$ cat src/rtl/branch_resolve_unit.sv
// EX-stage branch resolver with a direct-mapped table of 2-bit saturating counters.
// Optional build macro BRANCH_STATS_EN adds resolved-branch and mispredict counters.
module branch_resolve_unit #(
    parameter int unsigned XLEN      = 32,
    parameter int unsigned BHT_DEPTH = 16,
    parameter logic [1:0]  CTR_INIT  = 2'b01
) (
    input  logic            clk,
    input  logic            reset,
    input  logic [XLEN-1:0] if_pc,
    output logic            if_pred_taken,
    input  logic            ex_valid,
    input  logic            ex_branch,
    input  logic [2:0]      ex_funct3,
    input  logic [XLEN-1:0] ex_rs1,
    input  logic [XLEN-1:0] ex_rs2,
    input  logic [XLEN-1:0] ex_pc,
    input  logic [XLEN-1:0] ex_target,
    input  logic            ex_pred_taken,
    output logic            ex_taken,
    output logic            mispredict,
    output logic [XLEN-1:0] redirect_pc
`ifdef BRANCH_STATS_EN
    ,
    output logic [31:0]     stat_branches,
    output logic [31:0]     stat_mispredicts
`endif
);

    localparam int unsigned IDXW = $clog2(BHT_DEPTH);

    logic [1:0]      bht_q [BHT_DEPTH];
    logic            mispredict_q, mispredict_d;
    logic [XLEN-1:0] redirect_q, redirect_d;

    logic [IDXW-1:0] if_idx, ex_idx;
    logic            cond_true, resolving;
    logic [1:0]      ctr_cur, ctr_d;

    assign if_idx = if_pc[IDXW+1:2];
    assign ex_idx = ex_pc[IDXW+1:2];

    logic unused_pc_bits;
    assign unused_pc_bits = ^{if_pc[XLEN-1:IDXW+2], if_pc[1:0], ex_pc[1:0]};

    always_comb begin
        cond_true = 1'b0;
        case (ex_funct3)
            3'b000:  cond_true = (ex_rs1 == ex_rs2);
            3'b001:  cond_true = (ex_rs1 != ex_rs2);
            3'b100:  cond_true = ($signed(ex_rs1) <  $signed(ex_rs2));
            3'b101:  cond_true = ($signed(ex_rs1) >= $signed(ex_rs2));
            3'b110:  cond_true = (ex_rs1 <  ex_rs2);
            3'b111:  cond_true = (ex_rs1 >= ex_rs2);
            default: cond_true = 1'b0;
        endcase
    end

    // The instruction in EX during a mispredict pulse is wrong-path and must be ignored.
    assign resolving = ex_valid && ex_branch && (ex_funct3[2:1] != 2'b01) && !mispredict_q;
    assign ex_taken  = resolving && cond_true;

    always_comb begin
        ctr_cur = bht_q[ex_idx];
        ctr_d   = ctr_cur;
        if (ex_taken) begin
            if (ctr_cur != 2'b11) ctr_d = ctr_cur + 2'b01;
        end else begin
            if (ctr_cur != 2'b00) ctr_d = ctr_cur - 2'b01;
        end
    end

    always_comb begin
        mispredict_d = resolving && (ex_taken != ex_pred_taken);
        redirect_d   = redirect_q;
        if (mispredict_d) begin
            redirect_d = ex_taken ? ex_target : (ex_pc + XLEN'(4));
        end
    end

    // Reads see the pre-update counter when IF and EX hit the same index.
    assign if_pred_taken = bht_q[if_idx][1];
    assign mispredict    = mispredict_q;
    assign redirect_pc   = redirect_q;

    always_ff @(posedge clk) begin
        if (reset) begin
            for (int i = 0; i < int'(BHT_DEPTH); i++) begin
                bht_q[i] <= CTR_INIT;
            end
            mispredict_q <= 1'b0;
            redirect_q   <= '0;
        end else begin
            if (resolving) begin
                bht_q[ex_idx] <= ctr_d;
            end
            mispredict_q <= mispredict_d;
            redirect_q   <= redirect_d;
        end
    end

`ifdef BRANCH_STATS_EN
    logic [31:0] stat_branches_q, stat_mispredicts_q;

    always_ff @(posedge clk) begin
        if (reset) begin
            stat_branches_q    <= '0;
            stat_mispredicts_q <= '0;
        end else begin
            if (resolving)    stat_branches_q    <= stat_branches_q + 32'd1;
            if (mispredict_d) stat_mispredicts_q <= stat_mispredicts_q + 32'd1;
        end
    end

    assign stat_branches    = stat_branches_q;
    assign stat_mispredicts = stat_mispredicts_q;
`endif

endmodule

$ cat config.mk
export PLATFORM = sky130hd
export DESIGN_NAME = branch_resolve_unit
export DESIGN_NICKNAME = d
export VERILOG_FILES = /design/src/rtl/branch_resolve_unit.sv
export SDC_FILE = /design/constraint.sdc
export NUM_CORES = 1
export LEC_CHECK = 0
export CAP_MARGIN = 20
export CORE_MARGIN = 2
export CORE_UTILIZATION = 47
export CTS_BUF_LIST = sky130_fd_sc_hd__clkbuf_8 sky130_fd_sc_hd__clkbuf_16
export CTS_CLUSTER_SIZE = 28
export DETAILED_ROUTE_END_ITERATION = 8
export GPL_TIMING_DRIVEN = 0
export PLACE_DENSITY = 0.83
export SLEW_MARGIN = 10
export SYNTH_ARGS = -nofsm -noshare
export SYNTH_HDL_FRONTEND = slang
export SYNTH_SLANG_ARGS = --single-unit
$ cat constraint.sdc
create_clock -name clk -period 11.6 [get_ports clk]
set_input_delay 2.32 -clock clk [delete_from_list [all_inputs] [get_ports clk]]
set_output_delay 2.32 -clock clk [all_outputs]
set_load 0.02 [all_outputs]
==> impl_metrics.csv <==
group,metric,value,unit
status,status,"finished, final reports clean",
yosys,synthMuxAreaShare,7.161,%
yosys,synth_seq_cells,65,
yosys,yosysWarnings,0,
sta,hold-worst-slack,0.4708,ns
min_path,holdCritStartpoint,"redirect_pc[31]",
sta,rsz0062_at_grt,"no",
sta,min_period_over_period,74.21,%
clock_tree,cts_setup_buffers,0,
placement,gp_congestion,0.9132,
yosys,synth_async_sr_flop_share,0,%
route,drc,0,
clock_tree,numCtsBuffers,9,
global_routing,antenna_found_initial,0,
pwr,p_int,460.6,uW
floorplanning,rows,37,
clock_tree,clk_latency,0.35,ns
cells_and_area,final_cells,861,
route,wl_per_cell,16.92,um
cells_and_area,diodes,0,
route,drt-pass1-iter-count,6,
clock_tree,cts_sinks,65,
cells_and_area,seqCellArea,1622,um^2
worst_setup_path,cp_num_cells,13,
worst_setup_path,r2r_end,"bht_q[13][1]",
floorplanning,ios,203,
cells_and_area,area_growth,42.89,%
yosys,synth_cell_types,62,
clock_tree,holdBufCountCts,0,
placement,place_inst,845,
placement,post-place-ws,2.974,ns
route,drtAntennaViolNets,0,
pwr,power.leakage,2.678,nW
clock_tree,cts_max_level,3,
global_routing,grt_use_total,26.69,%
min_path,min_to,"redirect_pc[31]",
yosys,avgSynthCellArea,9.044,um^2
sta,period_needed,8.608,ns
yosys,ys_top_cells_by_area,"edfxtp_1, dfxtp_1, ha_1",
worst_setup_path,worstPathArrival,6.29,ns
cells_and_area,multi_input_area,2939,um^2
pwr,p_switching,181.7,uW
yosys,synth_common_cells,"inv_1, nand2_1, nor2_1",
cells_and_area,n_fill_cell,794,
pwr,ir_drop,86.43,uV
worst_setup_path,r2r_slack,8.60,ns
worst_setup_path,r2r_start,"bht_q[12][1]",
yosys,yosysSeqAreaShare,33.26,%
sta,setup_ws,2.992,ns
min_path,holdPathStages,2,
sta,skew,0.01554,ns
route,avgViaCountPerCell,5.643,
global_routing,grt_overflow,0,
yosys,synth_area,4875,um^2
yosys,synth_compound_area_share,15.81,%
pwr,combPwrFrac,26.7,%
clock_tree,ctsResizeCount,0,
clock_tree,cts_root_buffer,"clkbuf_8",
placement,port-buffer-count,170,
yosys,syn_nets,743,
yosys,syn_inst,539,
floorplanning,start_util,47.86,%
worst_setup_path,slowest_stage,"clkdlybuf4s50_1",
yosys,synth_top_area_share,19.71,%
worst_setup_path,critical-path-max-stage-delay,0.61,ns
worst_setup_path,path_delay_family,"buffers and inverters",
sta,tightest_slew,0.9688,ns
floorplanning,core_area,10180,um^2
sta,slew_headroom,35.28,%
pwr,p_clk_share,33.7,%
worst_setup_path,reg2reg_depth,6,
yosys,synthSimpleGateAreaFrac,23.59,%
cells_and_area,drive_gt1_share,7.310,%
yosys,synth.most_common_cell,"inv_1",
sta,drv_slew,0,
global_routing,grt_pass1_vias,4856,
floorplanning,dieArea,11200,um^2
route,wl,14.57,mm
global_routing,grt_pass1_wl,23.73,mm
placement,dpl.hpwl,11.58,mm
route,initialDrtViolationCount,286,
worst_setup_path,crit_path_cell_trace,"clkdlybuf4s50_1 -> inv_1 -> ha_1 -> nand4_2 -> or4_4 -> nor3_4 -> a211oi_2 -> a211o_1 -> nor3_1 -> buf_2 -> clkbuf_1 -> and2_1 -> clkdlybuf4s50_1",
pwr,powerDensity,92.21,nW/um^2
worst_setup_path,end_kind,"primary output",
worst_setup_path,cp.required,9.28,ns
sta,achievable-frequency,116.2,MHz
worst_setup_path,worstSetupStartpointType,"input port",
run,cap_viol_max_count,0,
clock_tree,cts_buffer_depth,2,
yosys,yosysTopAreaCell,"edfxtp_1",
pwr,seqPwrFrac,39.6,%
worst_setup_path,worstSetupPathType,"input port to primary output",
route,vias,4859,
yosys,synth_top_family_by_area,"simple AND/OR/NAND/NOR gates",
floorplanning,die_h,105.8,um
sta,setup_tns,0,ns
global_routing,grt_start_max_net_pins,13,
yosys,synth_adder_area_share,9.240,%
worst_setup_path,cp_max_fo,10,
cells_and_area,layout.nets,924,
worst_setup_path,critPathBufInv,5,
sta,setup_violations,0,
yosys,synthXorXnorAreaFrac,4.492,%
sta,hold_violations,0,
yosys,yosys_most_used_dff,"dfxtp_1",
cells_and_area,postLayoutCoreUtil,68.39,%
min_path,hold_path_class,"flip-flop to flip-flop",
clock_tree,cts_tree,"done",
worst_setup_path,crit_top_cell,"clkdlybuf4s50_1",
clock_tree,clkTransAtPathRegs,0.07,ns
pwr,switching_share,28.29,%
floorplanning,die_w,105.8,um
yosys,synth_edf_count,32,
[final cells by class]
cell class              count  share of cell area (%)
well taps                 136                   2.443
inverters                  51                   2.748
plain buffers              28                   1.760
flip-flops and latches     65                   23.28
clock buffers               9                   1.778
multi-input cells         395                   42.20
repair buffers            170                   24.43
clock inverters             7                   1.365
[power groups by stage]
stage	clock network (mW)	registers, mW	logic [mW]
floorplan	0	0.265	0.0775
global placement	0	0.258	0.165
detailed placement	0	0.259	0.170
CTS	0.217	0.254	0.171
global route	0.229	0.255	0.186
finish	0.217	0.254	0.171
[kinds of logic (layout without fill, tap and decap cells)]
| family | Yosys count | count (layout) |
|---|---|---|
| and+or+nand+nor | 218 | 218 |
| muxes | 16 | 16 |
| xor gates and xnor gates | 25 | 25 |
| DFF | 65 | 65 |
| adders and majority gates | 36 | 36 |
| AOI/OAI and AO/OA | 100 | 100 |
| buffers and inverters | 79 | 265 |
[stage by stage]
stage | instance area (um^2) | power (mW)
6_report | 6965 | 0.6423
5_1_grt | 6965 | 0.6700
4_1_cts | 6965 | 0.6426
3_5_place_dp | 6746 | 0.4289
3_3_place_gp | 6746 | 0.4239
2_1_floorplan | 4875 | 0.3424
[state kept, by name, indices dropped and copies added, names as in the netlist]
signal and count:
mispredict 1, bht_q 32, redirect_pc 32
[worst register-to-register path: cells and delay by family, from the launching register on]
kind	cells	cell delay, ns
simple gates	2	0.38
mux	2	0.98
buf+inv	1	0.36
compound gates	1	0.59
flops	1	0.43
[worst max-delay path by stage]
stage               startpoint  endpoint
floorplan           ex_rs2[31]  ex_taken
CTS                 ex_rs2[31]  ex_taken
finish              ex_rs2[31]  ex_taken
detailed placement  ex_rs2[31]  ex_taken
global placement    ex_rs2[31]  ex_taken
global route        ex_rs2[31]  ex_taken
[routing by layer]
layer	global-route usage (%)	up-vias	wire (um)
met5	0	-	0
li1	-	2339	-
met1	32.54	2295	5960
met2	47.83	199	7337
met4	7.425	0	293
met3	5.195	26	978
[layout by cell type, fill, tap and decap left out, drive strengths merged, types with 11 or more instances in the layout]
cell type / instances
nand2: 49
and3: 16
a21oi: 23
clkdlybuf4s50: 170
clkbuf: 29
inv: 52
nand3: 32
edfxtp: 32
dfxtp: 33
xnor2: 16
and2: 19
nor2: 48
nand4: 14
ha: 36
o21ai: 11
a221o: 18
mux4: 15
No activity file was read; power rests on OpenSTA's default activity.
